===== src/rtl/portao_pkg.sv =====
// Shared definitions for the gate controller: state codes and default timing.
package portao_pkg;

    typedef enum logic [2:0] {
        ST_CLOSED  = 3'd0,
        ST_OPENING = 3'd1,
        ST_OPEN    = 3'd2,
        ST_CLOSING = 3'd3,
        ST_FAULT   = 3'd4
    } state_t;

    localparam int DEFAULT_HOLD_CYCLES = 8;
    localparam int DEFAULT_MOVE_MAX    = 16;
    localparam int DEFAULT_CNT_W       = 8;

endpackage


===== src/rtl/portao_req.sv =====
// Gate-request equation: v = a | (b & c) | (~(a | b) & d).
module portao_req
    import portao_pkg::*;
(
    input  logic a,
    input  logic b,
    input  logic c,
    input  logic d,
    output logic v
);

    // Pure combinational request decode
    always_comb begin
        v = a | (b & c) | (~(a | b) & d);
    end

endmodule


===== src/rtl/portao_ctrl.sv =====
// Motorised gate sequencer: five-state Moore FSM with auto-close hold timer,
// obstacle reversal, travel timeout and limit-switch conflict detection.
module portao_ctrl
    import portao_pkg::*;
#(
    parameter int HOLD_CYCLES = DEFAULT_HOLD_CYCLES,
    parameter int MOVE_MAX    = DEFAULT_MOVE_MAX,
    parameter int CNT_W       = DEFAULT_CNT_W
) (
    input  logic       clk,
    input  logic       rst_n,
    input  logic       a,
    input  logic       b,
    input  logic       c,
    input  logic       d,
    input  logic       lim_open,
    input  logic       lim_closed,
    input  logic       obstacle,
    output logic       motor_open,
    output logic       motor_close,
    output logic       door_open,
    output logic       fault,
    output logic [2:0] state
);

    localparam logic [CNT_W-1:0] HOLD_LAST = CNT_W'(HOLD_CYCLES - 1);
    localparam logic [CNT_W-1:0] MOVE_LAST = CNT_W'(MOVE_MAX - 1);

    logic             v;
    state_t           cur_state;
    state_t           nxt_state;
    logic [CNT_W-1:0] hold_cnt;
    logic [CNT_W-1:0] nxt_hold;
    logic [CNT_W-1:0] travel_cnt;
    logic [CNT_W-1:0] nxt_travel;

    portao_req u_req (
        .a (a),
        .b (b),
        .c (c),
        .d (d),
        .v (v)
    );

    assign state = cur_state;

    // Next-state and counter update rules; a limit-switch conflict overrides everything
    always_comb begin
        nxt_state  = cur_state;
        nxt_hold   = hold_cnt;
        nxt_travel = travel_cnt;
        if (cur_state != ST_FAULT && lim_open && lim_closed) begin
            nxt_state = ST_FAULT;
        end else begin
            case (cur_state)
                ST_CLOSED: begin
                    if (v) begin
                        nxt_state  = ST_OPENING;
                        nxt_travel = '0;
                    end
                end
                ST_OPENING: begin
                    if (lim_open) begin
                        nxt_state = ST_OPEN;
                        nxt_hold  = HOLD_LAST;
                    end else if (travel_cnt == MOVE_LAST) begin
                        nxt_state = ST_FAULT;
                    end else begin
                        nxt_travel = travel_cnt + 1'b1;
                    end
                end
                ST_OPEN: begin
                    if (v) begin
                        nxt_hold = HOLD_LAST;
                    end else if (hold_cnt == '0) begin
                        nxt_state  = ST_CLOSING;
                        nxt_travel = '0;
                    end else begin
                        nxt_hold = hold_cnt - 1'b1;
                    end
                end
                ST_CLOSING: begin
                    if (obstacle || v) begin
                        nxt_state  = ST_OPENING;
                        nxt_travel = '0;
                    end else if (lim_closed) begin
                        nxt_state = ST_CLOSED;
                    end else if (travel_cnt == MOVE_LAST) begin
                        nxt_state = ST_FAULT;
                    end else begin
                        nxt_travel = travel_cnt + 1'b1;
                    end
                end
                ST_FAULT: begin
                    nxt_state = ST_FAULT;
                end
                default: begin
                    nxt_state = ST_CLOSED;
                end
            endcase
        end
    end

    // State, counters and Moore outputs registered together so outputs track the state edge
    always_ff @(posedge clk or negedge rst_n) begin
        if (!rst_n) begin
            cur_state   <= ST_CLOSED;
            hold_cnt    <= '0;
            travel_cnt  <= '0;
            motor_open  <= 1'b0;
            motor_close <= 1'b0;
            door_open   <= 1'b0;
            fault       <= 1'b0;
        end else begin
            cur_state   <= nxt_state;
            hold_cnt    <= nxt_hold;
            travel_cnt  <= nxt_travel;
            motor_open  <= (nxt_state == ST_OPENING);
            motor_close <= (nxt_state == ST_CLOSING);
            door_open   <= (nxt_state == ST_OPEN);
            fault       <= (nxt_state == ST_FAULT);
        end
    end

endmodule


===== config.mk =====
export PLATFORM = sky130hd
export DESIGN_NAME = portao_ctrl
export DESIGN_NICKNAME = d
export VERILOG_FILES = /design/src/rtl/portao_pkg.sv /design/src/rtl/portao_req.sv /design/src/rtl/portao_ctrl.sv
export SDC_FILE = /design/constraint.sdc
export NUM_CORES = 1
export LEC_CHECK = 0
export CAP_MARGIN = 20
export CELL_PAD_IN_SITES_DETAIL_PLACEMENT = 1
export CELL_PAD_IN_SITES_GLOBAL_PLACEMENT = 1
export CORE_MARGIN = 2
export CORE_UTILIZATION = 45
export DETAILED_ROUTE_END_ITERATION = 16
export MAX_ROUTING_LAYER = met4
export PLACE_DENSITY = 0.9
export SLEW_MARGIN = 20
export SYNTH_ARGS = -nofsm -noshare
export SYNTH_HDL_FRONTEND = slang
export SYNTH_SLANG_ARGS = --single-unit

===== constraint.sdc =====
create_clock -name clk -period 3.9 [get_ports clk]
set_input_delay 0.585 -clock clk [delete_from_list [all_inputs] [get_ports clk]]
set_output_delay 0.585 -clock clk [all_outputs]
set_load 0.01 [all_outputs]

==> results of run 1 <==
per-layer routing:
metal  share of wire  track usage
met5               0            -
met4           0.015       0.0877
met3           0.037       0.0264
met2            0.48        0.360
met1            0.47        0.275
kinds of logic after synthesis:
family,count (synthesis),synth area share
DFF,23,0.427
muxes,4,0.0315
AOI/OAI and AO/OA,40,0.206
buffers and inverters,14,0.0454
xor gates and xnor gates,1,0.00649
adders and majority gates,2,0.0185
and+or+nand+nor,62,0.265
cells in the final DEF (no fill, tap or decap), types with 2 or more instances in the layout:
cell type        count
and3_1               3
or4_1                4
nor3_1               6
a31oi_1              3
o21ai_0              6
inv_1                9
nor2b_1              8
ha_1                 2
o21a_1               2
clkbuf_4             3
nor2_1              11
dfrtp_1             23
mux2i_1              2
o22a_1               2
a21oi_1              9
nand2_1              7
o31ai_1              7
nand2b_1             2
clkdlybuf4s50_1     14
or3_1                2
nor4b_1              2
and2_1               3
nand3_1              4
o211ai_1             3
per-stage QoR:
step           area, um^2  hold slack (ps)   util  total power, mW
3_3_place_gp         1510              465  0.538            0.547
3_5_place_dp         1510              491  0.538            0.563
4_1_cts              1540              508  0.548            0.676
6_report             1530              219  0.546            0.673
2_1_floorplan        1350              289      -            0.462
5_1_grt              1530              248  0.546            0.718
layout make-up:
class,count,area (um^2),area share
clock inverters,1,5.00,0.00327
flip-flops and latches,23,576,0.376
clock buffers,3,22.5,0.0147
multi-input cells,109,712,0.464
inverters,9,33.8,0.0220
well taps,31,38.8,0.0253
repair buffers,15,145,0.0947
power groups by stage:
stage	Clock [mW]	Sequential, mW	Combinational, mW
2_1_floorplan	0	0.312	0.149
3_3_place_gp	0	0.327	0.220
3_5_place_dp	0	0.332	0.231
4_1_cts	0.115	0.327	0.233
5_1_grt	0.124	0.335	0.259
6_report	0.112	0.328	0.233
worst max path at each step:
stage	from	end	slack, ps	cells past startpoint
after floorplan	b	hold_cnt[5]$_DFFE_PN0P_	1640	7
after global placement	b	hold_cnt[5]$_DFFE_PN0P_	1020	7
after detailed placement	b	hold_cnt[5]$_DFFE_PN0P_	870	7
after CTS	b	hold_cnt[5]$_DFFE_PN0P_	1210	7
after global routing	b	hold_cnt[5]$_DFFE_PN0P_	1060	7
final	b	hold_cnt[5]$_DFFE_PN0P_	1190	7
Yosys cell counts (all sizes together) (2+ instances only):
master	number	area share
dfrtp	23	0.43
nor2	11	0.031
a21oi	10	0.045
inv	9	0.025
nor2b	8	0.037
nand2	7	0.019
o31ai	7	0.039
nor3	6	0.022
o21ai	6	0.022
nand3	5	0.022
or4	4	0.022
a31oi	3	0.014
and2	3	0.014
and3	3	0.014
clkbuf	3	0.0083
o211ai	3	0.017
or3	3	0.018
buf	2	0.012
ha	2	0.019
mux2	2	0.017
mux2i	2	0.015
nand2b	2	0.0093
nor4b	2	0.013
o21a	2	0.011
o22a	2	0.013
or2	2	0.0093
registers in the layout, summed over array words and instances, names as in the netlist:
register / cells
travel_cnt: 8
fault: 1
door_open: 1
hold_cnt: 8
motor_open: 1
motor_close: 1
state: 3
==> flow_metrics.py, run 1 <==
metrics = {
    "final_layout": {
        "diodes": 0,
        "area.growth.synth_to_final_pct": 13.6,
        "num-fill-cells": 333,
        "nets": 172,
        "stdcell_count": 191,
        "drive_gt1_frac": 0.0750,
    },
    "place": {
        "placedCellCount": 187,
        "pre_cts_slack_ps": 868,
        "dp_hpwl_um": 2570,
        "gp_congestion": 0.809,
        "port_buffers": 15,
    },
    "setup_path": {
        "end_kind": "flop",
        "rrSetupSlack_ps": 1300,
        "cp_slowest_stage_delay_ps": 510,
        "cp-start-kind": "input port",
        "worstPathArrival_ps": 2920,
        "cp.required_ps": 4110,
        "crit_buf_inv": 1,
        "crit_family": "simple AND/OR/NAND/NOR gates",
        "worstSetupPathType": "input port to flop",
        "reg2reg_to": "hold_cnt[5]$_DFFE_PN0P_",
        "crit_path_cell_trace": "clkdlybuf4s50_1 > mux2_2 > nor3_1 > o21a_1 > nand3_2 > nor4_1 > mux2_1",
        "ff2ff_path_depth": 6,
        "r2r-start": "travel_cnt[5]$_DFFE_PN0P_",
        "critPathSlowestCell": "clkdlybuf4s50_1",
        "crit_fanout": 11,
    },
    "yosys": {
        "ys_ff_latch": 23,
        "async_flop_share": 1.00,
        "ys_warn_count": 0,
        "synthDistinctLibCells": 46,
        "netlist_area_mm2": 0.00135,
        "synth_area_per_cell_um2": 9.24,
        "postSynthCellCount": 146,
        "synthFlopType": "dfrtp_1",
        "syn_nets": 157,
        "seq_area_frac_synth": 0.427,
        "synth_edf_count": 0,
    },
    "clock_tree": {
        "cts_buffers": 3,
        "hold_buffers": 0,
        "h-tree-depth": 1,
        "post_cts_buffers": 0,
        "cts_sinks": 23,
        "cts-root-buf": "clkbuf_4",
        "clock_path_buffers": 2,
        "post_cts_resized": 0,
        "cts_tree": "done",
        "path_clk_slew_ps": 130,
        "insertion_delay_ps": 320,
    },
    "grt": {
        "grt_max_degree": 24,
        "grt_pass1_vias": 1245,
        "track_usage": 0.219,
        "overflow": 0,
        "antenna_found_initial": 0,
        "grt_pass1_wl_um": 5640,
    },
    "timing": {
        "maxSlewViolCount": 0,
        "rsz0062_at_grt": "false",
        "relSlewSlack": 0.324,
        "worst_pin_slew_ps": 1010,
        "final.setup.tns_ps": 0,
        "fin_worst_skew_ps": 2.52,
        "worst_slack_ps": 1190,
        "max_freq_ghz": 0.369,
        "hold_violations": 0,
        "period_share": 0.695,
        "setup_viol": 0,
        "min_period_ps": 2710,
    },
    "power": {
        "power.internal_mw": 0.421,
        "power_frac_comb": 0.346,
        "seqPwrFrac": 0.488,
        "sw_frac_of_total": 0.375,
        "clkPwrFrac": 0.166,
        "ir_drop_uv": 228,
        "switchingPower_mw": 0.252,
        "p_per_area_mw_per_mm2": 439,
        "power_leakage_nw": 0.640,
    },
    "flow_run": {
        "cap_violations": 0,
    },
    "drt": {
        "via_per_inst": 6.23,
        "drc": 2,
        "num_vias": 1189,
        "routedWlPerCell_um": 17.6,
        "ant_nets": 0,
        "wirelength_um": 3360,
        "drt_iter0_markers": 65,
        "dr.pass1.iters": 10,
    },
    "hold_path": {
        "hold_path.class": "input port to asynchronous set/reset pin",
    },
    "floorplan": {
        "die_h_um": 58.7,
        "die_w_um": 58.7,
        "boundaryPins": 16,
        "coreArea_mm2": 0.00281,
        "rows": 19,
        "start_util": 0.481,
        "die_area_mm2": 0.00345,
    },
    "outcome": {
        "violations": "DRC",
        "status": "complete, but fails checks",
    },
}
No activity file was read; power rests on OpenSTA's default activity.
==> inputs of run 2 (changes only) <==
Settings changed: CORE_UTILIZATION 45 to 42, PLACE_DENSITY 0.9 to 0.85.
Clock period 3.9 ns to 2.7 ns, I/O delays scaled along.
==> run 2 against run 1 <==
Compared with the run above:
- the run now ends clean
- hold slack better by 210 ps
- via count unchanged
- first-iteration DRC count down 32%
==> flow_metrics.py, run 2 (synthesis results as in run 1) <==
metrics = {
    "final_layout": {
        "diodes": 0,
        "most-common-layout-cells": "dfrtp_1, clkdlybuf4s50_1, nor2_1",
        "stdcell_count": 211,
        "final_common_cell": "dfrtp_1",
        "drive_gt1_frac": 0.114,
        "area.growth.synth_to_final_pct": 19.5,
        "num-fill-cells": 382,
        "nets": 179,
        "final_core_util": 0.528,
    },
    "setup_path": {
        "rrSetupSlack_ps": 340,
        "setup.worst_path.end": "hold_cnt[5]$_DFFE_PN0P_",
        "crit_start": "travel_cnt[5]$_DFFE_PN0P_",
        "crit_fanout": 9,
        "end_kind": "flop",
        "cp.required_ps": 2910,
        "cp-start-kind": "flop",
        "worstPathArrival_ps": 2570,
        "ff2ff_path_depth": 6,
        "r2r-start": "travel_cnt[5]$_DFFE_PN0P_",
        "worstSetupPathType": "flop to flop",
        "reg2reg_to": "hold_cnt[5]$_DFFE_PN0P_",
    },
    "hold_path": {
        "hold_path.class": "input port to asynchronous set/reset pin",
    },
    "timing": {
        "maxSlewViolCount": 0,
        "whs_ps": 426,
        "relSlewSlack": 0.561,
        "worst_slack_ps": 341,
        "setup_viol": 0,
        "max_freq_ghz": 0.424,
        "rsz0062_at_grt": "false",
        "hold_violations": 0,
        "min_period_ps": 2360,
        "fin_worst_skew_ps": 2.33,
        "period_share": 0.874,
        "worst_pin_slew_ps": 655,
    },
    "floorplan": {
        "coreArea_mm2": 0.00305,
        "start_util": 0.442,
        "boundaryPins": 16,
        "rows": 20,
        "die_w_um": 60.7,
        "die_area_mm2": 0.00368,
        "die_h_um": 60.7,
    },
    "drt": {
        "ant_nets": 0,
        "drc": 0,
        "routedWlPerCell_um": 16.4,
        "drt_iter0_markers": 44,
        "num_vias": 1189,
        "dr.pass1.iters": 4,
        "via_per_inst": 5.64,
        "wirelength_um": 3460,
    },
    "clock_tree": {
        "hold_buffers": 0,
        "h-tree-depth": 1,
        "post_cts_resized": 0,
        "insertion_delay_ps": 310,
        "post_cts_buffers": 0,
        "clock_path_buffers": 2,
        "cts_buffers": 3,
        "cts_sinks": 23,
        "cts-root-buf": "clkbuf_4",
        "path_clk_slew_ps": 140,
        "cts_tree": "done",
    },
    "power": {
        "ir_drop_uv": 303,
        "p_per_area_mw_per_mm2": 620,
        "power_leakage_nw": 0.673,
    },
    "grt": {
        "grt_pass1_wl_um": 5880,
        "grt_max_degree": 24,
        "grt_pass1_vias": 1313,
        "grt.busiest_layer": "met2",
        "gr-usage-met1": 0.277,
        "grt_use_met3": 0.0320,
        "overflow": 0,
        "track_usage": 0.221,
        "use_met2": 0.372,
        "antenna_found_initial": 0,
    },
    "place": {
        "dp_hpwl_um": 2620,
        "placedCellCount": 207,
        "port_buffers": 15,
        "pre_cts_slack_ps": -80.6,
        "gp_congestion": 0.884,
    },
    "outcome": {
        "status": "finished clean",
    },
    "flow_run": {
        "cap_violations": 0,
    },
}
run 2: changes by cell type in the layout (fill, tap and decap cells not counted), sizes merged:
cell | previous run | this run
buf | 1 | 7
clkdlybuf4s50 | 14 | 15
run 2: per-stage QoR:
stage	instance area [um^2]	TNS, ps	power (mW)
6_report	1610	0	1.00
5_1_grt	1610	0	1.08
4_1_cts	1610	0	0.999
3_5_place_dp	1580	-363	0.835
3_3_place_gp	1580	0	0.810
2_1_floorplan	1350	0	0.667
run 2: power breakdown:
part / switching (mW) / internal [mW] / total, mW
sequential: 0.0776 / 0.397 / 0.475
combinational: 0.186 / 0.172 / 0.358
clock: 0.112 / 0.0554 / 0.167
run 2: layout make-up:
class	count	area [um^2]	share of cell area
clock buffers	3	22.5	0.0140
clock inverters	1	5.00	0.00311
inverters	9	33.8	0.0210
well taps	44	55.1	0.0342
multi-input cells	109	717	0.445
flip-flops and latches	23	576	0.357
repair buffers	22	203	0.126
run 2: worst min-delay path by stage:
stage | endpoint | startpoint | depth (start not counted) | slack [ps]
2_1_floorplan | door_open$_DFF_PN0_ | rst_n | 0 | 110
3_3_place_gp | travel_cnt[7]$_DFFE_PN0P_ | travel_cnt[7]$_DFFE_PN0P_ | 1 | 470
3_5_place_dp | travel_cnt[7]$_DFFE_PN0P_ | travel_cnt[7]$_DFFE_PN0P_ | 1 | 490
4_1_cts | state[2]$_DFF_PN0_ | rst_n | 2 | 450
5_1_grt | motor_open$_DFF_PN0_ | rst_n | 2 | 430
6_report | motor_open$_DFF_PN0_ | rst_n | 2 | 430
run 2: routing by layer:
metal	up-vias	part of all wire
li1	580	-
met1	588	0.46
met2	19	0.50
met3	2	0.031
met4	0	0.0066
met5	-	0
run 2: worst max-delay path, cell delays in order, from the launching register on:
cell and delay, ps:
dfrtp_1 450, or3_4 420, or2_0 270, a22oi_2 230, nand3_2 220, nor4_1 310, mux2_1 350
==> inputs of run 3 (changes only) <==
Settings changed: SLEW_MARGIN 20 to 40, TNS_END_PERCENT from default to 30.
==> results of run 3 <==
Same layout as run 2: the final DEF is identical, and so are final timing and power.
